$ cat config.mk
export PLATFORM = sky130hd
export DESIGN_NAME = spi_burst_mem_controller
export DESIGN_NICKNAME = d
export VERILOG_FILES = /design/src/rtl/spi_mem_pkg.sv /design/src/rtl/spi_sclk_gen.sv /design/src/rtl/spi_burst_mem_controller.sv
export SDC_FILE = /design/constraint.sdc
export NUM_CORES = 1
export LEC_CHECK = 0
export ABC_CLOCK_PERIOD_IN_PS = 3810
export BUFFER_PORTS_ARGS = -buffer_cell sky130_fd_sc_hd__buf_2
export CAP_MARGIN = 30
export CELL_PAD_IN_SITES_DETAIL_PLACEMENT = 1
export CELL_PAD_IN_SITES_GLOBAL_PLACEMENT = 2
export CORE_MARGIN = 1
export CORE_UTILIZATION = 37
export DETAILED_ROUTE_END_ITERATION = 16
export HOLD_SLACK_MARGIN = 0.06
export MAX_ROUTING_LAYER = met4
export PLACE_DENSITY_LB_ADDON = 0.25
export SLEW_MARGIN = 10
export SYNTH_ARGS = -nofsm -noshare
export SYNTH_HDL_FRONTEND = slang
export SYNTH_HIERARCHICAL = 1
export SYNTH_SLANG_ARGS = --single-unit
$ cat constraint.sdc
create_clock -name clk -period 3.81 [get_ports clk]
set_input_delay 0.5715 -clock clk [delete_from_list [all_inputs] [get_ports clk]]
set_output_delay 0.5715 -clock clk [all_outputs]
set_load 0.005 [all_outputs]
$ cat src/rtl/spi_mem_pkg.sv
// Shared FSM state encoding and SPI SRAM opcodes.
// Defining SPI_MEM_FAST_READ_EN adds the DUMMY state and switches reads to 0x0B.
package spi_mem_pkg;

   localparam logic [7:0] CMD_WRITE     = 8'h02;
   localparam logic [7:0] CMD_READ      = 8'h03;
   localparam logic [7:0] CMD_FAST_READ = 8'h0B;

   typedef enum logic [2:0] {
      ST_IDLE,
      ST_CMD,
      ST_ADDR,
`ifdef SPI_MEM_FAST_READ_EN
      ST_DUMMY,
`endif
      ST_WDATA,
      ST_RDATA,
      ST_DONE
   } state_t;

   function automatic logic [7:0] read_cmd();
`ifdef SPI_MEM_FAST_READ_EN
      return CMD_FAST_READ;
`else
      return CMD_READ;
`endif
   endfunction

endpackage

$ cat src/rtl/spi_sclk_gen.sv
// SCLK generator: CLK_DIV clk cycles per half-period, idles low while disabled.
// The strobes flag the clk edge at which sclk will rise or fall.
module spi_sclk_gen #(
   parameter int CLK_DIV = 1
) (
   input  logic clk,
   input  logic reset,
   input  logic i_en,
   output logic o_sclk,
   output logic o_rise_stb,
   output logic o_fall_stb
);

   localparam int CW = (CLK_DIV > 1) ? $clog2(CLK_DIV) : 1;

   logic [CW-1:0] r_cnt;
   logic          r_sclk;
   logic          w_tick;

   assign w_tick     = i_en && (r_cnt == CW'(CLK_DIV - 1));
   assign o_rise_stb = w_tick && !r_sclk;
   assign o_fall_stb = w_tick && r_sclk;
   assign o_sclk     = r_sclk;

   always_ff @(posedge clk) begin
      if (reset || !i_en) begin
         r_cnt  <= '0;
         r_sclk <= 1'b0;
      end else if (w_tick) begin
         r_cnt  <= '0;
         r_sclk <= ~r_sclk;
      end else begin
         r_cnt  <= r_cnt + CW'(1);
      end
   end

endmodule

$ cat src/rtl/spi_burst_mem_controller.sv
// Burst memory port to SPI SRAM bridge (mode 0, MSB first, single CS window per burst).
// Define SPI_MEM_FAST_READ_EN for 0x0B reads with 8 dummy clocks.
module spi_burst_mem_controller
   import spi_mem_pkg::*;
#(
   parameter int ADDR_W  = 16,
   parameter int LEN_W   = 4,
   parameter int CLK_DIV = 1
) (
   input  logic              clk,
   input  logic              reset,
   input  logic              mem_req,
   input  logic              mem_we,
   input  logic [ADDR_W-1:0] mem_addr,
   input  logic [LEN_W-1:0]  mem_len,
   input  logic [7:0]        mem_wdata,
   output logic              wr_pop,
   output logic [7:0]        mem_rdata,
   output logic              rd_valid,
   output logic              mem_ready,
   output logic              busy,
   output logic              spi_cs_n,
   output logic              spi_sclk,
   output logic              spi_mosi,
   input  logic              spi_miso
);

   localparam logic [1:0] ABYTES_M1 = 2'(ADDR_W / 8 - 1);

   state_t             r_state;
   logic               r_we;
   logic [ADDR_W-1:0]  r_addr;
   logic [LEN_W-1:0]   r_len;
   logic [LEN_W-1:0]   r_bytecnt;
   logic [1:0]         r_abytes;
   logic [7:0]         r_wdata0;
   logic [7:0]         r_sh;
   logic [6:0]         r_rx;
   logic [2:0]         r_bitcnt;
   logic               r_run;
   logic               r_cs_n;
   logic [7:0]         r_rdata;
   logic               r_rd_valid;
   logic               r_mem_ready;
   logic               r_busy;

   logic               w_rise;
   logic               w_fall;
   logic               w_byte_end;

   spi_sclk_gen #(.CLK_DIV(CLK_DIV)) u_sclk (
      .clk        (clk),
      .reset      (reset),
      .i_en       (r_run),
      .o_sclk     (spi_sclk),
      .o_rise_stb (w_rise),
      .o_fall_stb (w_fall)
   );

   // bit counter wraps to 0 after the 8th rise, so this is the fall closing a byte
   assign w_byte_end = w_fall && (r_bitcnt == 3'd0);

   // show-ahead source: mem_wdata is taken at the same edge that ends the byte
   assign wr_pop    = w_byte_end && (r_state == ST_WDATA) && (r_bytecnt != '0);
   assign spi_mosi  = r_sh[7];
   assign spi_cs_n  = r_cs_n;
   assign mem_rdata = r_rdata;
   assign rd_valid  = r_rd_valid;
   assign mem_ready = r_mem_ready;
   assign busy      = r_busy;

   always_ff @(posedge clk) begin
      if (reset) begin
         r_state     <= ST_IDLE;
         r_we        <= 1'b0;
         r_addr      <= '0;
         r_len       <= '0;
         r_bytecnt   <= '0;
         r_abytes    <= '0;
         r_wdata0    <= '0;
         r_sh        <= '0;
         r_rx        <= '0;
         r_bitcnt    <= '0;
         r_run       <= 1'b0;
         r_cs_n      <= 1'b1;
         r_rdata     <= '0;
         r_rd_valid  <= 1'b0;
         r_mem_ready <= 1'b0;
         r_busy      <= 1'b0;
      end else begin
         r_rd_valid  <= 1'b0;
         r_mem_ready <= 1'b0;

         if (w_rise) begin
            r_rx     <= {r_rx[5:0], spi_miso};
            r_bitcnt <= r_bitcnt + 3'd1;
            if (r_state == ST_RDATA && r_bitcnt == 3'd7) begin
               r_rdata    <= {r_rx, spi_miso};
               r_rd_valid <= 1'b1;
            end
         end

         if (w_fall && !w_byte_end)
            r_sh <= {r_sh[6:0], 1'b0};

         case (r_state)
            ST_IDLE: begin
               r_busy <= 1'b0;
               if (mem_req) begin
                  r_we     <= mem_we;
                  r_addr   <= mem_addr;
                  r_len    <= mem_len;
                  r_wdata0 <= mem_wdata;
                  r_sh     <= mem_we ? CMD_WRITE : read_cmd();
                  r_bitcnt <= '0;
                  r_run    <= 1'b1;
                  r_cs_n   <= 1'b0;
                  r_busy   <= 1'b1;
                  r_state  <= ST_CMD;
               end
            end

            ST_CMD: begin
               if (w_byte_end) begin
                  r_sh     <= r_addr[ADDR_W-1 -: 8];
                  r_addr   <= r_addr << 8;
                  r_abytes <= ABYTES_M1;
                  r_state  <= ST_ADDR;
               end
            end

            ST_ADDR: begin
               if (w_byte_end) begin
                  if (r_abytes != 2'd0) begin
                     r_sh     <= r_addr[ADDR_W-1 -: 8];
                     r_addr   <= r_addr << 8;
                     r_abytes <= r_abytes - 2'd1;
                  end else begin
                     r_bytecnt <= r_len;
                     if (r_we) begin
                        r_sh    <= r_wdata0;
                        r_state <= ST_WDATA;
                     end else begin
                        r_sh    <= '0;
`ifdef SPI_MEM_FAST_READ_EN
                        r_state <= ST_DUMMY;
`else
                        r_state <= ST_RDATA;
`endif
                     end
                  end
               end
            end

`ifdef SPI_MEM_FAST_READ_EN
            ST_DUMMY: begin
               if (w_byte_end) begin
                  r_sh    <= '0;
                  r_state <= ST_RDATA;
               end
            end
`endif

            ST_WDATA: begin
               if (w_byte_end) begin
                  if (r_bytecnt != '0) begin
                     r_sh      <= mem_wdata;
                     r_bytecnt <= r_bytecnt - LEN_W'(1);
                  end else begin
                     r_sh        <= '0;
                     r_run       <= 1'b0;
                     r_cs_n      <= 1'b1;
                     r_mem_ready <= 1'b1;
                     r_state     <= ST_DONE;
                  end
               end
            end

            ST_RDATA: begin
               if (w_byte_end) begin
                  if (r_bytecnt != '0) begin
                     r_bytecnt <= r_bytecnt - LEN_W'(1);
                  end else begin
                     r_sh        <= '0;
                     r_run       <= 1'b0;
                     r_cs_n      <= 1'b1;
                     r_mem_ready <= 1'b1;
                     r_state     <= ST_DONE;
                  end
               end
            end

            // mem_ready cycle; busy drops and IDLE may accept from the next cycle on
            ST_DONE: begin
               r_busy  <= 1'b0;
               r_state <= ST_IDLE;
            end

            default: r_state <= ST_IDLE;
         endcase
      end
   end

endmodule

# After elaboration in Yosys (flattened, before gate mapping)
# Cells that the tools add are included.
[totals]
inputBits = 33
register_bits = 71
output_inout_bits = 15
[op_classes]
bitwise_logic = 5
add_sub_neg = 4
muxes = 49
n_reduce_logical = 32
n_eq_ne = 14
[ops]
columns = ["op", "count"]
rows = [
  ["$mux W8", 10],
  ["$mux W16", 4],
  ["$pmux W16 S3", 1],
  ["$pmux W8 S5", 1],
  ["$mux W3", 10],
  ["$mux W4", 4],
  ["$ne A2 B2 Y1 const B", 6],
  ["$pmux W3 S4", 1],
  ["$mux W1", 10],
  ["$reduce_and A5 Y1", 2],
  ["$reduce_bool A2 Y1", 5],
  ["$eq A3 B3 Y1 const B", 3],
  ["$logic_and A1 B1 Y1", 8],
  ["$pmux W4 S2", 1],
  ["$reduce_and A4 Y1", 2],
  ["$eq A3 B2 Y1 const B", 2],
  ["$logic_not A3 Y1", 2],
  ["$mux W2", 3],
  ["$pmux W1 S2", 3],
  ["$reduce_and A6 Y1", 1],
  ["$reduce_or A2 Y1", 3],
  ["$not A1 Y1", 5],
  ["$ne A2 B1 Y1 const B", 2],
  ["$pmux W2 S2", 1],
  ["other kinds (11)", 14],
]

# Longest topological paths before layout
# Gate-level depths: netlist of the first run.
[logic_depth]
word_depth = 10
mapped_depth = 8
depth_no_buf = 7

# Hierarchy
# Netlist of the first run, hierarchy kept.
[modules_own_cells]
columns = ["module", "n_inst", "seq_area_each_um2", "area_each_um2", "cells_each"]
rows = [
  ["spi_burst_mem_controller", 1, 1381.3, 3409.5, 398],
  ["spi_sclk_gen", 1, 40.0, 82.6, 7],
]

# Worst setup path before layout of the first run
# No wires, ideal clock.
[synth_timing]
kind = "register to register"
start = "reg u_sclk.r_sclk (netlist: u_sclk/o_sclk)"
end = "reg r_bytecnt[0]"
t_required_ns = 3.724
path_stages_with_launch = 7
period_less_slack_ns = 1.844
path_slack_ns = 1.966
path_buffers = 1
arrival_time_ns = 1.759
path_cell_list = "dfxtp_1 > and3b_2 > nand3b_1 > or4_1 > buf_2 > or2_0 > a211oi_1"
[synth_via]
elab_chain_cells = 4
word_cells_on_any_way = 5
[synth_rtl]
columns = ["element", "line_no", "source"]
rows = [
  ["start: declaration", "spi_sclk_gen.sv:17", "logic r_sclk;"],
  ["start signal: assignment", "spi_sclk_gen.sv:31", "r_sclk <= ~r_sclk;"],
  ["$logic_and A1 B1 Y1 (*)", "spi_sclk_gen.sv:22", "assign o_fall_stb = w_tick && r_sclk;"],
  ["named net w_fall", "spi_burst_mem_controller.sv:48", "logic w_fall;"],
  ["$logic_and A1 B1 Y1 (*)", "spi_burst_mem_controller.sv:61", "assign w_byte_end = w_fall && (r_bitcnt == 3'd0);"],
  ["$ne A2 B2 Y1 (no line) or $ne A2 B1 Y1 (tied branches)", "-", ""],
  ["$reduce_and A5 Y1 (no line) (*)", "-", ""],
  ["end signal: assignment", "spi_burst_mem_controller.sv:139", "r_bytecnt <= r_len;"],
  ["end signal: assignment", "spi_burst_mem_controller.sv:168", "r_bytecnt <= r_bytecnt - LEN_W'(1);"],
  ["end signal: assignment", "spi_burst_mem_controller.sv:182", "r_bytecnt <= r_bytecnt - LEN_W'(1);"],
  ["end: declaration", "spi_burst_mem_controller.sv:34", "logic [LEN_W-1:0] r_bytecnt;"],
]
# The timed path passes the listed nets; every way through them passes the cells marked *.
# A chain may end at the register's enable or synchronous reset.

# Worst setup path after layout of the first run
[layout_timing]
start = "reg r_bytecnt[0]"
end = "out wr_pop"
[layout_via]
elab_chain_cells = 2
[layout_rtl]
columns = ["element", "line_no", "source"]
rows = [
  ["$reduce_bool A4 Y1", "spi_burst_mem_controller.sv:64", "assign wr_pop = w_byte_end && (r_state == ST_WDATA) && (r_bytecnt != '0);"],
  ["$logic_and A1 B1 Y1", "spi_burst_mem_controller.sv:64", ""],
  ["end: declaration", "spi_burst_mem_controller.sv:17", "output logic wr_pop,"],
]
# No other way between the ends.

==> impl_metrics.toml, run 1 <==
[power_and_ir_drop]
irDropWorstVdd_v = 0.000184
report.power.total_mw = 2.05
p_leak_nw = 1.64
pwr_density_cell_nw_per_um2 = 509

[timing]
fmaxAchievable_mhz = 401
timing_hold_violations_final = 0
drv_slew = 0
tightest_slew_ns = 0.809
fin_setup_tns_ns = 0
tightest_hold_margin_ns = 0.448
finalWorstPathRequiredPeriod_ns = 2.49
min_period_over_period = 0.654
fin_skew_ns = 0.0128
setup_repair_after_global_routing_missed_its_margin = "false"
postLayoutSetupSlackWorst_ns = 1.32
finalSetupViolations = 0
worst_slew_margin_rel = 0.461

[cells_and_area]
layout.nets = 477
final_layout_size_suffix_gt1_frac = 0.187
final_core_utilization = 0.437
flow.area_growth_from_synthesis_pct = 15.1
stdcell_area_sq_um = 4020
post_layout_nonfiller_instances = 555
number_of_antenna_diodes = 0

[detailed_routing]
detailedRoute.firstIterationViolations = 205
wl_per_cell_um = 16.9
detailedRoute.firstPassIterationCount = 4
vias = 3067
post-route-drc-count = 0
postRouteAntennaNets = 0
postRouteWirelength_um = 9390
avgViaCountPerCell = 5.53

[setup_path]
worst-endpoint-required_ns = 3.24
crit_start = "r_bytecnt[0]"
ff2ff_setup_slack_ns = 1.42
timing.critical_path.fanout_max = 9
critPathCaptureType = "output pin"
worst-endpoint-arrival_ns = 1.92
ff2ff_path_depth = 5
crit-reg2reg-launch = "r_state[0]"
cp-start-kind = "flop"
worst-setup-path-type = "reg -> out"
worst_r2r_dst = "r_bytecnt[0]"
endpoint = "wr_pop"

[run_status]
run_status = "completed"

[cts]
cts_tree = "yes"
post_cts_resize_count = 0
cts-buffers-inserted = 9
postCtsSetupRepairBufs = 0
clockRootBuffer = "sky130_fd_sc_hd__clkbuf_8"
clkTransAtPathRegs_ns = 0.08
cts.sinks = 71
ctsHoldBuffers = 0
cts_max_path_buffers = 2
clock_tree.htree_level_count = 3
clk-insertion-delay-late_ns = 0.35

[logic_synthesis]
yosys.area.top_type_share = 0.407
synth_flop_cell = "sky130_fd_sc_hd__dfxtp_1"
synth_area_leaders = "sky130_fd_sc_hd__dfxtp_1 41%, sky130_fd_sc_hd__mux2i_1 11%, sky130_fd_sc_hd__a21oi_1 6.3%"
average_size_of_a_mapped_cell_sq_um = 8.62
ys_async_sr_fraction = 0
synth_fp_nets = 443
syn-instance-count = 405
synth_most_common_cell = "sky130_fd_sc_hd__dfxtp_1"
synth.cell_area_sq_um = 3490
yosysTopAreaCell = "sky130_fd_sc_hd__dfxtp_1"
synth.yosys.warnings = 6
synth_top_cells_by_count = "71 x sky130_fd_sc_hd__dfxtp_1, 44 x sky130_fd_sc_hd__a21oi_1, 41 x sky130_fd_sc_hd__nand2_1, 37 x sky130_fd_sc_hd__mux2i_1, 27 x sky130_fd_sc_hd__nor2_1"
netlist-cell-type-count = 58
synth-edff-count = 0
postSynthRegisterBits = 71
synth.yosys.seq_area_share = 0.407

[hold_path]
type_of_the_worst_min_delay_path = "in -> reg"

[grt]
number_of_antenna_violations_at_the_first_check_in_global_routing = 0
grt_overflow_total = 0
first_global_vias = 3151
total_track_usage = 0.213
grt_pass1_wl_um = 15900
pin_count_of_the_biggest_net_entering_global_routing = 41

[place]
post-place-cells = 538
io_buffer_count = 47
dpl_worst_slack_ns = 1.45
globalplace.congestion = 0.844
detailed_place_hpwl_um = 6650
place_area_sq_um = 3780

[floorplanning]
io_pins = 48
fp-row-count = 35
die_height_um = 99.2
fp.dieW_um = 99.2
initial_core_util = 0.380
fp.coreArea_sq_um = 9200
die_area_sq_um = 9830

[run]
maxCapViolations = 0
[worst max-delay path, cell delays in order, from the launching register on]
cell	delay, ns
sky130_fd_sc_hd__dfxtp_1	0.33
sky130_fd_sc_hd__inv_1	0.10
sky130_fd_sc_hd__ha_1	0.20
sky130_fd_sc_hd__or3b_1	0.54
sky130_fd_sc_hd__and3_1	0.26
sky130_fd_sc_hd__buf_2	0.13
[logic make-up (layout without fill, tap and decap cells)]
family | count (synthesis) | count (layout) | synth area share
multiplexers | 37 | 37 | 0.106
XOR/XNOR | 2 | 2 | 0.00502
AO/OA/AOI/OAI | 118 | 118 | 0.221
AND/OR/NAND/NOR | 127 | 127 | 0.190
adder cells (fa/ha/maj) | 5 | 5 | 0.0179
flip-flops | 71 | 71 | 0.407
other | 1 | 1 | 0.00107
buffers and inverters | 44 | 83 | 0.0520
[cell type report]
type	count	area, sq um
clock buffer	10	128
clock inverter	6	93.8
fill	1109	5180
inverter	14	52.6
multi-input combinational	290	1900
sequential	71	1420
tap	111	139
timing repair buffer	53	288
[power by group]
group,switching [mW],total [mW],internal (mW),leakage [nW]
combinational,0.281,0.483,0.202,0.958
clock,0.304,0.677,0.374,0.107
sequential,0.0756,0.887,0.811,0.579
[placed cells by master, fill, tap and decap left out, types with 3 or more instances in the layout]
master / n
sky130_fd_sc_hd__dfxtp_1: 71
sky130_fd_sc_hd__buf_2: 47
sky130_fd_sc_hd__a21oi_1: 44
sky130_fd_sc_hd__nand2_1: 41
sky130_fd_sc_hd__mux2i_1: 37
sky130_fd_sc_hd__nor2_1: 26
sky130_fd_sc_hd__o21ai_0: 17
sky130_fd_sc_hd__a211oi_1: 16
sky130_fd_sc_hd__inv_1: 14
sky130_fd_sc_hd__nor3_1: 9
sky130_fd_sc_hd__nand2b_1: 9
sky130_fd_sc_hd__clkbuf_8: 9
sky130_fd_sc_hd__a221oi_1: 6
sky130_fd_sc_hd__and3_1: 5
sky130_fd_sc_hd__o211ai_1: 5
sky130_fd_sc_hd__ha_1: 5
sky130_fd_sc_hd__buf_4: 5
sky130_fd_sc_hd__o21a_1: 4
sky130_fd_sc_hd__nand3_1: 4
sky130_fd_sc_hd__nor2b_1: 4
sky130_fd_sc_hd__nor3b_2: 4
sky130_fd_sc_hd__and2_1: 4
sky130_fd_sc_hd__o32ai_1: 4
sky130_fd_sc_hd__a222oi_1: 3
[routing by layer]
metal,up-vias,global-route usage,routed length (um),part of all wire
met4,0,0.0577,88,0.0094
li1,1519,-,-,-
met1,1485,0.282,4730,0.50
met3,9,0.0443,366,0.039
met5,-,-,0,0
met2,54,0.331,4200,0.45
[worst min-delay path by stage]
stage	start	to	slack, ns	depth (start not counted)
2_1_floorplan	r_wdata0[1]	r_wdata0[1]	0.43	2
3_5_place_dp	r_wdata0[1]	r_wdata0[1]	0.45	2
3_3_place_gp	r_len[2]	r_len[2]	0.45	2
4_1_cts	mem_addr[3]	r_addr[3]	0.44	3
6_report	mem_addr[2]	r_addr[2]	0.45	3
5_1_grt	mem_addr[0]	r_addr[0]	0.44	3
[flip-flops by register name, indices dropped and copies added (netlist names)]
signal,flops
spi_cs_n,1
r_addr,16
busy,1
r_rx,7
r_run,1
r_we,1
u_sclk/r_cnt,1
r_bytecnt,4
u_sclk/o_sclk,1
r_state,3
rd_valid,1
r_bitcnt,3
r_sh,8
r_wdata0,8
mem_rdata,8
mem_ready,1
r_len,4
r_abytes,2
Power figures use the tool's default switching activity.
==> run 2: changes to the inputs <==
Settings changed: ABC_AREA set to 1, ABC_CLOCK_PERIOD_IN_PS 3810 to 2060, CORE_UTILIZATION 37 to 29.
Clock period 3.81 ns to 2.06 ns, I/O delays scaled along.
==> run 2 against run 1 <==
Routed wire length increased by 21%. Combinational power increased to 4.0 times the previous value. Clock power increased to 2.7 times the previous value. Die area increased by 32%. Largest cell class unchanged. Sequential power increased by 120%. Synthesized area increased by 3.7%. Register-to-register slack got worse by 1.2 ns. Worst setup slack got worse by 1.2 ns. Utilization decreased by 7.5 points. Hold slack got worse by 0.23 ns. Cell count increased by 35%. Sequential cell count unchanged.
==> impl_metrics.toml, run 2 <==
[cells_and_area]
largest_register_ffs = 16
number_of_antenna_diodes = 0
flow.area_growth_from_synthesis_pct = 21.2
largest-register = "r_addr"
final_core_utilization = 0.362
layout.nets = 617
layout_commonest_cell = "sky130_fd_sc_hd__nand2_1"
final_layout_size_suffix_gt1_frac = 0.192
stdcell_area_sq_um = 4390
layout_common_cells = "138 x sky130_fd_sc_hd__nand2_1, 70 x sky130_fd_sc_hd__dfxtp_1, 55 x sky130_fd_sc_hd__a21oi_1, 53 x sky130_fd_sc_hd__nor2_1, 51 x sky130_fd_sc_hd__o21ai_0"

[setup_path]
ff2ff_path_depth = 8
worst-endpoint-required_ns = 1.75
timing.critical_path.fanout_max = 5
critPathCaptureType = "output pin"
ff2ff_setup_slack_ns = 0.22
crit_family = "buffers and inverters"
crit-reg2reg-launch = "r_state[2]"
worst-endpoint-arrival_ns = 1.60
cp-start-kind = "flop"
crit_start = "r_bytecnt[0]"
crit_path_cell_count = 7
timing.critical_path.buf_inv = 3
worst-setup-path-type = "reg -> out"
slowest_delay_ns = 0.32
timing.critical_path.cells = "inv_1, ha_1, nand2_1, nor2_2, buf_4, nor3_1, buf_2"
critical_path.slowest_cell = "sky130_fd_sc_hd__dfxtp_1"

[grt]
global_route.peak_usage_layer = "met2"
routing_usage_on_met1 = 0.248
grt_overflow_total = 0
grt.met3_usage = 0.0383
first_global_vias = 3681
number_of_antenna_violations_at_the_first_check_in_global_routing = 0
pin_count_of_the_biggest_net_entering_global_routing = 32
groute.layer.met2.usage = 0.323
total_track_usage = 0.199
grt_pass1_wl_um = 18900

[floorplanning]
io_pins = 48
die_area_sq_um = 12900
fp.dieW_um = 114
fp.coreArea_sq_um = 12100
die_height_um = 114
fp-row-count = 40
initial_core_util = 0.299

[cts]
postCtsSetupRepairBufs = 0
post_cts_resize_count = 0
clk-insertion-delay-late_ns = 0.34
clock_tree.htree_level_count = 3
clkTransAtPathRegs_ns = 0.06
cts_max_path_buffers = 2
cts_tree = "yes"
clockRootBuffer = "sky130_fd_sc_hd__clkbuf_16"
cts-buffers-inserted = 9
cts.sinks = 71
ctsHoldBuffers = 0

[power_and_ir_drop]
irDropWorstVdd_v = 0.000352
clockPowerShare = 0.319
p_leak_nw = 1.95
p_comb_frac = 0.342
p_sw_mw = 2.18
pwr_density_cell_nw_per_um2 = 1280
intPower_mw = 3.46
power_frac_seq = 0.339
report.power.total_mw = 5.64
switching_share = 0.386

[timing]
setup_repair_after_global_routing_missed_its_margin = "false"
drv_slew = 0
finalSetupViolations = 0
min_period_over_period = 0.927
fin_setup_tns_ns = 0
timing_hold_violations_final = 0
fin_skew_ns = 0.00527
fmaxAchievable_mhz = 523
postLayoutSetupSlackWorst_ns = 0.150
finalWorstPathRequiredPeriod_ns = 1.91

[logic_synthesis]
ys_async_sr_fraction = 0
yosys.area.top_type_share = 0.393
synth.cell_area_sq_um = 3620
average_size_of_a_mapped_cell_sq_um = 6.81
postSynthRegisterBits = 71
synth_fp_nets = 570
synth.yosys.warnings = 6
synth_flop_cell = "sky130_fd_sc_hd__dfxtp_1"
synth_top_cells_by_count = "139 x sky130_fd_sc_hd__nand2_1, 71 x sky130_fd_sc_hd__dfxtp_1, 55 x sky130_fd_sc_hd__a21oi_1, 54 x sky130_fd_sc_hd__nor2_1, 52 x sky130_fd_sc_hd__o21ai_0"
synth.yosys.seq_area_share = 0.393
syn-instance-count = 532
netlist-cell-type-count = 31
synth_area_leaders = "sky130_fd_sc_hd__dfxtp_1 39%, sky130_fd_sc_hd__nand2_1 14%, sky130_fd_sc_hd__a21oi_1 7.6%"
synth-edff-count = 0
synth_most_common_cell = "sky130_fd_sc_hd__nand2_1"
yosysTopAreaCell = "sky130_fd_sc_hd__dfxtp_1"

[hold_path]
type_of_the_worst_min_delay_path = "in -> reg"
worstHoldPathCells = 3
worstHoldStart = "mem_len[1]"

[place]
dpl_worst_slack_ns = 0.0303
globalplace.congestion = 0.788
detailed_place_hpwl_um = 8460
place_area_sq_um = 4040
io_buffer_count = 47

[detailed_routing]
wl_per_cell_um = 15.1
vias = 3546
postRouteAntennaNets = 0
detailedRoute.firstPassIterationCount = 4
post-route-drc-count = 0
detailedRoute.firstIterationViolations = 147
avgViaCountPerCell = 4.72
postRouteWirelength_um = 11300

[run]
maxCapViolations = 0

[run_status]
run_status = "completed"
run 2: cells by family (layout without fill, tap and decap cells):
kind of cell,Yosys count,in the layout,synth area share
other,1,1,0.00104
DFF,71,71,0.393
xor gates and xnor gates,2,2,0.00484
adders and majority gates,5,5,0.0173
AOI/OAI and AO/OA,113,113,0.162
and+or+nand+nor,264,264,0.326
muxes,3,3,0.00933
buffers and inverters,73,125,0.0871
run 2: layout make-up:
class / count / area (sq um)
Tap cell: 168 / 210
Sequential cell: 71 / 1420
Fill cell: 1598 / 7720
Inverter: 48 / 183
Clock buffer: 10 / 229
Clock inverter: 6 / 109
Timing Repair Buffer: 61 / 340
Multi-Input combinational cell: 388 / 1890
run 2: stage by stage:
step                      instances  hold slack [ns]
final                           752            0.219
after global routing            752            0.225
after CTS                       752            0.209
after floorplan                 532            0.398
after detailed placement        736            0.438
after global placement          736            0.430
run 2: layer usage:
metal / up-vias / part of all wire
met5: - / 0
met4: 0 / 0.015
met3: 10 / 0.028
met2: 47 / 0.47
met1: 1671 / 0.49
li1: 1818 / -
run 2: power groups by stage:
stage / Clock (mW) / Combinational, mW / Sequential [mW]
after CTS: 1.84 / 1.95 / 1.91
final: 1.80 / 1.93 / 1.91
after floorplan: 0 / 1.46 / 1.82
after global routing: 1.89 / 2.21 / 1.95
after global placement: 0 / 1.89 / 1.93
after detailed placement: 0 / 1.94 / 1.94
run 2: path summary, 6_finish.rpt:
check,to
setup / recovery,wr_pop
hold / removal,r_len[1]
setup reg to reg,r_addr[9]
hold reg to reg,mem_rdata[0]
run 2: worst reg2reg max path, cell delays in order, from the launching register on:
cell                      delay, ns
sky130_fd_sc_hd__dfxtp_1       0.42
sky130_fd_sc_hd__inv_2         0.15
sky130_fd_sc_hd__nand3_4       0.22
sky130_fd_sc_hd__inv_4         0.21
sky130_fd_sc_hd__nand2_1       0.12
sky130_fd_sc_hd__o21ai_2       0.10
sky130_fd_sc_hd__nand3_4       0.22
sky130_fd_sc_hd__o21ai_1       0.23
sky130_fd_sc_hd__a21oi_1       0.07
